===== src/rtl/multicycle_controller_pkg.sv =====
// Shared types and encodings for the multi-cycle RV32I control FSM.
package multicycle_controller_pkg;

    typedef enum logic [3:0] {
        S_FETCH,
        S_DECODE,
        S_MEM_ADR,
        S_MEM_READ,
        S_MEM_WB,
        S_MEM_WRITE,
        S_EXEC_R,
        S_ALU_WB,
        S_BEQ
    } state_t;

    localparam logic [6:0] OP_LOAD   = 7'b0000011;
    localparam logic [6:0] OP_STORE  = 7'b0100011;
    localparam logic [6:0] OP_R      = 7'b0110011;
    localparam logic [6:0] OP_BRANCH = 7'b1100011;

    typedef enum logic [1:0] {
        ALU_OP_ADD,
        ALU_OP_SUB,
        ALU_OP_FUNC
    } alu_op_t;

    localparam logic [2:0] ALU_ADD     = 3'b000;
    localparam logic [2:0] ALU_SUB     = 3'b001;
    localparam logic [2:0] ALU_AND     = 3'b010;
    localparam logic [2:0] ALU_OR      = 3'b011;
    localparam logic [2:0] ALU_INVALID = 3'b111;

    localparam logic       ADR_PC      = 1'b0;
    localparam logic       ADR_ALU_OUT = 1'b1;

    localparam logic [1:0] SRC_A_PC     = 2'b00;
    localparam logic [1:0] SRC_A_OLD_PC = 2'b01;
    localparam logic [1:0] SRC_A_RS1    = 2'b10;

    localparam logic [1:0] SRC_B_RS2  = 2'b00;
    localparam logic [1:0] SRC_B_IMM  = 2'b01;
    localparam logic [1:0] SRC_B_FOUR = 2'b10;

    localparam logic [1:0] RES_ALU_OUT = 2'b00;
    localparam logic [1:0] RES_MEM     = 2'b01;
    localparam logic [1:0] RES_ALU     = 2'b10;

    localparam logic [1:0] IMM_I = 2'b00;
    localparam logic [1:0] IMM_S = 2'b01;
    localparam logic [1:0] IMM_B = 2'b10;

    // States that issue a memory request and may have to wait for mem_ready.
    function automatic logic is_mem_state(input state_t s);
        return (s == S_FETCH) || (s == S_MEM_READ) || (s == S_MEM_WRITE);
    endfunction

endpackage


===== src/rtl/multicycle_controller_alu_decoder.sv =====
// Maps the FSM's ALU request plus R-type func fields onto the ALU control code.
module multicycle_controller_alu_decoder
    import multicycle_controller_pkg::*;
(
    input  alu_op_t    alu_op,
    input  logic [2:0] func3,
    input  logic [6:0] func7,
    output logic [2:0] alu_control
);

    // Decode add/sub directly; R-type falls back to func3/func7.
    always_comb begin
        alu_control = ALU_ADD;
        case (alu_op)
            ALU_OP_ADD: alu_control = ALU_ADD;
            ALU_OP_SUB: alu_control = ALU_SUB;
            ALU_OP_FUNC: begin
                case (func3)
                    3'b000:  alu_control = (func7 == 7'b0100000) ? ALU_SUB : ALU_ADD;
                    3'b111:  alu_control = ALU_AND;
                    3'b110:  alu_control = ALU_OR;
                    default: alu_control = ALU_INVALID;
                endcase
            end
            default: alu_control = ALU_ADD;
        endcase
    end

endmodule


===== src/rtl/multicycle_controller.sv =====
// Control FSM for a shared-memory, shared-ALU multi-cycle RV32I datapath
// (lw, sw, add/sub/and/or, beq) with a memory-wait timeout.
module multicycle_controller
    import multicycle_controller_pkg::*;
#(
    parameter int unsigned MEM_TIMEOUT = 16
) (
    input  logic       clk,
    input  logic       rst,
    input  logic [6:0] op,
    input  logic [2:0] func3,
    input  logic [6:0] func7,
    input  logic       alu_zero,
    input  logic       mem_ready,
    output logic       mem_req,
    output logic       mem_write,
    output logic       adr_source,
    output logic       ir_write,
    output logic       pc_write,
    output logic       reg_write,
    output logic [1:0] alu_src_a,
    output logic [1:0] alu_src_b,
    output logic [1:0] result_source,
    output logic [1:0] imm_source,
    output logic [2:0] alu_control,
    output logic       instr_done,
    output logic       illegal_op,
    output logic       mem_error
);

    // Wide enough to hold MEM_TIMEOUT-1, and at least one bit when the timer is disabled.
    localparam int TW = $clog2(MEM_TIMEOUT + 2);

    state_t        r_state;
    state_t        w_next_state;
    logic [TW-1:0] r_timer;
    logic          w_mem_wait;
    logic          w_timeout;
    alu_op_t       w_alu_op;

    assign w_mem_wait = is_mem_state(r_state) && !mem_ready;
    // mem_ready in the final cycle suppresses the timeout because w_mem_wait is then 0.
    assign w_timeout  = (MEM_TIMEOUT != 0) && w_mem_wait
                        && (r_timer == TW'(MEM_TIMEOUT - 1));

    multicycle_controller_alu_decoder u_alu_decoder (
        .alu_op      (w_alu_op),
        .func3       (func3),
        .func7       (func7),
        .alu_control (alu_control)
    );

    // Next-state selection from the current state, opcode and handshake.
    always_comb begin
        w_next_state = r_state;
        case (r_state)
            S_FETCH: begin
                if (mem_ready)      w_next_state = S_DECODE;
                else if (w_timeout) w_next_state = S_FETCH;
            end
            S_DECODE: begin
                case (op)
                    OP_LOAD, OP_STORE: w_next_state = S_MEM_ADR;
                    OP_R:              w_next_state = S_EXEC_R;
                    OP_BRANCH:         w_next_state = S_BEQ;
                    default:           w_next_state = S_FETCH;
                endcase
            end
            S_MEM_ADR:   w_next_state = (op == OP_STORE) ? S_MEM_WRITE : S_MEM_READ;
            S_MEM_READ: begin
                if (mem_ready)      w_next_state = S_MEM_WB;
                else if (w_timeout) w_next_state = S_FETCH;
            end
            S_MEM_WB:    w_next_state = S_FETCH;
            S_MEM_WRITE: begin
                if (mem_ready || w_timeout) w_next_state = S_FETCH;
            end
            S_EXEC_R:    w_next_state = S_ALU_WB;
            S_ALU_WB:    w_next_state = S_FETCH;
            S_BEQ:       w_next_state = S_FETCH;
            default:     w_next_state = S_FETCH;
        endcase
    end

    // State register and memory-wait timer; the timer restarts on any transition or timeout.
    always_ff @(posedge clk) begin
        if (rst) begin
            r_state <= S_FETCH;
            r_timer <= '0;
        end else begin
            r_state <= w_next_state;
            if ((w_next_state != r_state) || w_timeout)
                r_timer <= '0;
            else if (w_mem_wait && (MEM_TIMEOUT != 0))
                r_timer <= r_timer + 1'b1;
        end
    end

    // Moore output decode; pc_write/ir_write/instr_done/mem_error also look at this cycle's inputs.
    always_comb begin
        mem_req       = 1'b0;
        mem_write     = 1'b0;
        adr_source    = ADR_PC;
        ir_write      = 1'b0;
        pc_write      = 1'b0;
        reg_write     = 1'b0;
        alu_src_a     = SRC_A_PC;
        alu_src_b     = SRC_B_RS2;
        result_source = RES_ALU_OUT;
        imm_source    = IMM_I;
        instr_done    = 1'b0;
        illegal_op    = 1'b0;
        mem_error     = 1'b0;
        w_alu_op      = ALU_OP_ADD;
        if (!rst) begin
            case (r_state)
                S_FETCH: begin
                    adr_source    = ADR_PC;
                    mem_req       = !w_timeout;
                    alu_src_a     = SRC_A_PC;
                    alu_src_b     = SRC_B_FOUR;
                    result_source = RES_ALU;
                    ir_write      = mem_ready;
                    pc_write      = mem_ready;
                    mem_error     = w_timeout;
                end
                S_DECODE: begin
                    alu_src_a  = SRC_A_OLD_PC;
                    alu_src_b  = SRC_B_IMM;
                    imm_source = IMM_B;
                    illegal_op = !((op == OP_LOAD) || (op == OP_STORE)
                                   || (op == OP_R) || (op == OP_BRANCH));
                end
                S_MEM_ADR: begin
                    alu_src_a  = SRC_A_RS1;
                    alu_src_b  = SRC_B_IMM;
                    imm_source = (op == OP_STORE) ? IMM_S : IMM_I;
                end
                S_MEM_READ: begin
                    adr_source = ADR_ALU_OUT;
                    mem_req    = !w_timeout;
                    mem_error  = w_timeout;
                end
                S_MEM_WB: begin
                    result_source = RES_MEM;
                    reg_write     = 1'b1;
                    instr_done    = 1'b1;
                end
                S_MEM_WRITE: begin
                    adr_source = ADR_ALU_OUT;
                    mem_req    = !w_timeout;
                    mem_write  = !w_timeout;
                    instr_done = mem_ready;
                    mem_error  = w_timeout;
                end
                S_EXEC_R: begin
                    alu_src_a = SRC_A_RS1;
                    alu_src_b = SRC_B_RS2;
                    w_alu_op  = ALU_OP_FUNC;
                end
                S_ALU_WB: begin
                    result_source = RES_ALU_OUT;
                    reg_write     = 1'b1;
                    instr_done    = 1'b1;
                end
                S_BEQ: begin
                    alu_src_a     = SRC_A_RS1;
                    alu_src_b     = SRC_B_RS2;
                    w_alu_op      = ALU_OP_SUB;
                    result_source = RES_ALU_OUT;
                    instr_done    = 1'b1;
                    pc_write      = alu_zero && (func3 == 3'b000);
                end
                default: ;
            endcase
        end
    end

endmodule


===== config.mk =====
export PLATFORM = sky130hd
export DESIGN_NAME = multicycle_controller
export DESIGN_NICKNAME = d
export VERILOG_FILES = /design/src/rtl/multicycle_controller_pkg.sv /design/src/rtl/multicycle_controller_alu_decoder.sv /design/src/rtl/multicycle_controller.sv
export SDC_FILE = /design/constraint.sdc
export NUM_CORES = 1
export LEC_CHECK = 0
export ABC_AREA = 1
export BUFFER_PORTS_ARGS = -buffer_cell sky130_fd_sc_hd__buf_2
export CORE_UTILIZATION = 50
export CTS_CLUSTER_DIAMETER = 200
export DETAILED_ROUTE_END_ITERATION = 12
export PLACE_DENSITY = 0.82
export SETUP_SLACK_MARGIN = 0.02
export SLEW_MARGIN = 30
export SYNTH_ARGS = -nofsm -noshare
export SYNTH_HDL_FRONTEND = slang
export SYNTH_SLANG_ARGS = --single-unit

===== constraint.sdc =====
create_clock -name clk -period 2.55 [get_ports clk]
set_input_delay 0 -clock clk [delete_from_list [all_inputs] [get_ports clk]]
set_output_delay 0 -clock clk [all_outputs]
set_load 0.02 [all_outputs]

==> results.toml <==
[route]
met1_length_um = 1050
routedWlPerCell_um = 10.1
wl_met2_um = 1100
top_layer = "met3"
route.met3.wl_um = 148
viasPerCell = 5.05
drtIter0Drc = 27
via_count = 1152
drtAntennaViolNets = 0
wirelength_um = 2300
drc = 0
drt_first_pass_iters = 4

[synth]
ys_seq_area_share_pct = 17.6
synthTopCellsByCount = "nand2_1, inv_1, nor2_1, dfxtp_1, nand2_2"
synth_cell_types = 31
ys_ff_latch = 9
synth_top_area_cell = "dfxtp_1"
synth_area_leaders = "dfxtp_1, nand2_1, inv_1, nor2_1, ha_1"
yosysWarnings = 0
synth_cells = 162
synth_edf_count = 0
synth_flop_cell = "dfxtp_1"
syn-mean-instance-area_um2 = 6.32
synth_top_area_share_pct = 17.6
synth_nets = 187
ys_async_sr_fraction_pct = 0
yosysMostFrequentCell = "nand2_1"
synthesis.area_um2 = 1020

[critical_path]
end_kind = "output port"
cp_slowest_stage_delay_ns = 0.42
crit_chain = "nor4_1, inv_1, nor2_1, inv_1, ha_1, inv_1, a31oi_1, a21oi_1, nor2_1, buf_2"
critical_path.n_buffers_inverters = 4
criticalPathCategory = "flop to output port"
arrival_ns = 1.99
crit_fanout = 8
start_kind = "flop"
crit_family = "simple AND/OR/NAND/NOR gates"
required_ns = 2.55
crit_slowest_cell = "dfxtp_1"
critPathMostFrequentCell = "inv_1"

[floorplan]
dieWidth_um = 47.2
initial_core_util_pct = 52.7
io-pin-count = 41
rows = 16
fp.dieH_um = 47.2
die_area_um2 = 2230
core-area_um2 = 1940

[sta]
finalClockSkew_ns = 0.00727
rsz0062_at_grt = "no"
fin_setup_tns_ns = 0
finalHoldViolations = 0
fmax_ghz = 0.503
fin_crit_sh_pct = 77.9
drv_slew = 0
finalWorstSetupSlack_ns = 0.563
worst_slew_pin_slew_ns = 0.427
setup_violations = 0
fin_crit_ns = 1.99
slew-limit-headroom_pct = 71.3

[finish]
final_area_um2 = 1250
area_growth_pct = 22.1
num-fill-cells = 194
seqCellArea_um2 = 180
antenna_cells = 0
drive_above_1_share_pct = 37.3
nets = 227
final_core_util_pct = 64.4
multi_input_area_um2 = 693

[placement]
dp_hpwl_um = 1940
detailed_place.area_um2 = 1220
portBuffers = 40
place_ws_ns = 0.783
gp_congestion = 0.896

[clock_network]
cts_root_buffer = "clkbuf_4"
postCtsSetupBuffers = 0
htree_levels = 1
clock_latency_ns = 0.26
clock-sinks = 9
clkSlewWorstSetupHoldPaths_ns = 0.05
cts_buffers = 3
cts_hold_buf = 0
cts_buffer_depth = 2
cts_tree = "built"
cts_resized = 0

[global_route]
grt_pass1_wl_um = 3440
grt_remaining_overflow = 0
antenna_found_initial = 0
grtUsageTotal_pct = 20.9
grt_pass1_vias = 910
grt_max_degree = 17

[power_and_ir_drop]
powerDensity_nw_per_um2 = 275
p_leak_nw = 0.660
vdd.ir_drop.worst_uv = 317

[run]
drv_cap = 0

[status]
status = "complete, no violations"

[worst_hold_path]
hold_class = "input port to flop"
## area by class of cell
class / instances / area share, %
flip-flops and latches: 9 / 14.4
clock buffers: 4 / 2.10
repair buffers: 40 / 16.0
inverters: 31 / 9.31
well taps: 27 / 2.70
multi-input cells: 117 / 55.5
## where the power goes
group          internal (W)  switching (W)  leakage [nW]  total [W]
Sequential         0.000144     0.00000356        0.0729   0.000147
Clock             0.0000600      0.0000449        0.0150   0.000105
Combinational     0.0000338      0.0000578         0.572  0.0000916
## worst register-to-register path, delay by kind of cell, from the launching register on
family	cells	cell delay (ns)
adders and majority gates	2	0.35
DFF	1	0.37
buffers and inverters	2	0.13
and+or+nand+nor	8	0.86
## final timing paths
path,startpoint,to,slack [ns],cells after the start
max reg2reg,r_timer[0]$_SDFFE_PP0P_,r_timer[3]$_SDFFE_PP0P_,0.77,12
max,r_state[2]$_SDFF_PP0_,alu_control[0],0.56,10
min reg2reg,r_timer[1]$_SDFFE_PP0P_,r_timer[1]$_SDFFE_PP0P_,0.57,4
min,op[6],r_state[3]$_SDFF_PP0_,0.09,3
## metrics by stage
stage,instances,hold WS (ns),power [W]
final,228,0.0923,0.000344
after global routing,228,0.102,0.000367
after CTS,228,0.0823,0.000346
after detailed placement,224,0.313,0.000241
after global placement,224,0.303,0.000238
after floorplan,162,0.135,0.000211
## placed cells by master, fill, tap and decap left out, types with 2 or more instances in the layout
master,Yosys,layout
nand3_1,6,6
nand2_4,3,3
nand3_4,2,2
nand4_1,3,3
a31oi_1,2,2
nor4_1,3,3
inv_2,4,4
nor2_2,6,6
ha_1,4,4
xor2_1,2,2
clkinv_1,2,2
nor2_1,20,20
a211oi_1,2,2
nor3_2,5,5
nand2_1,30,30
a21oi_1,6,6
o21ai_0,6,6
inv_1,25,25
buf_2,0,40
nand2_2,7,7
dfxtp_1,9,9
nor3_1,3,3
clkbuf_4,0,3
## cells by family after synthesis
kind of cell               share of synthesized area (%)
and+or+nand+nor                                     48.8
buffers and inverters                               14.7
AOI/OAI and AO/OA                                   11.5
DFF                                                 17.6
adders and majority gates                           4.89
xor gates and xnor gates                            2.57
## sequential cells by signal, summed over array words and instances, names as in the netlist
| name | flops |
|---|---|
| r_timer | 5 |
| r_state | 4 |
## per-layer routing
layer,vias up,global-route usage [%]
met1,521,27.6
met2,38,37.0
li1,593,-
met4,0,1.71
met3,0,3.46
met5,-,0
No activity file was read; power rests on OpenSTA's default activity.
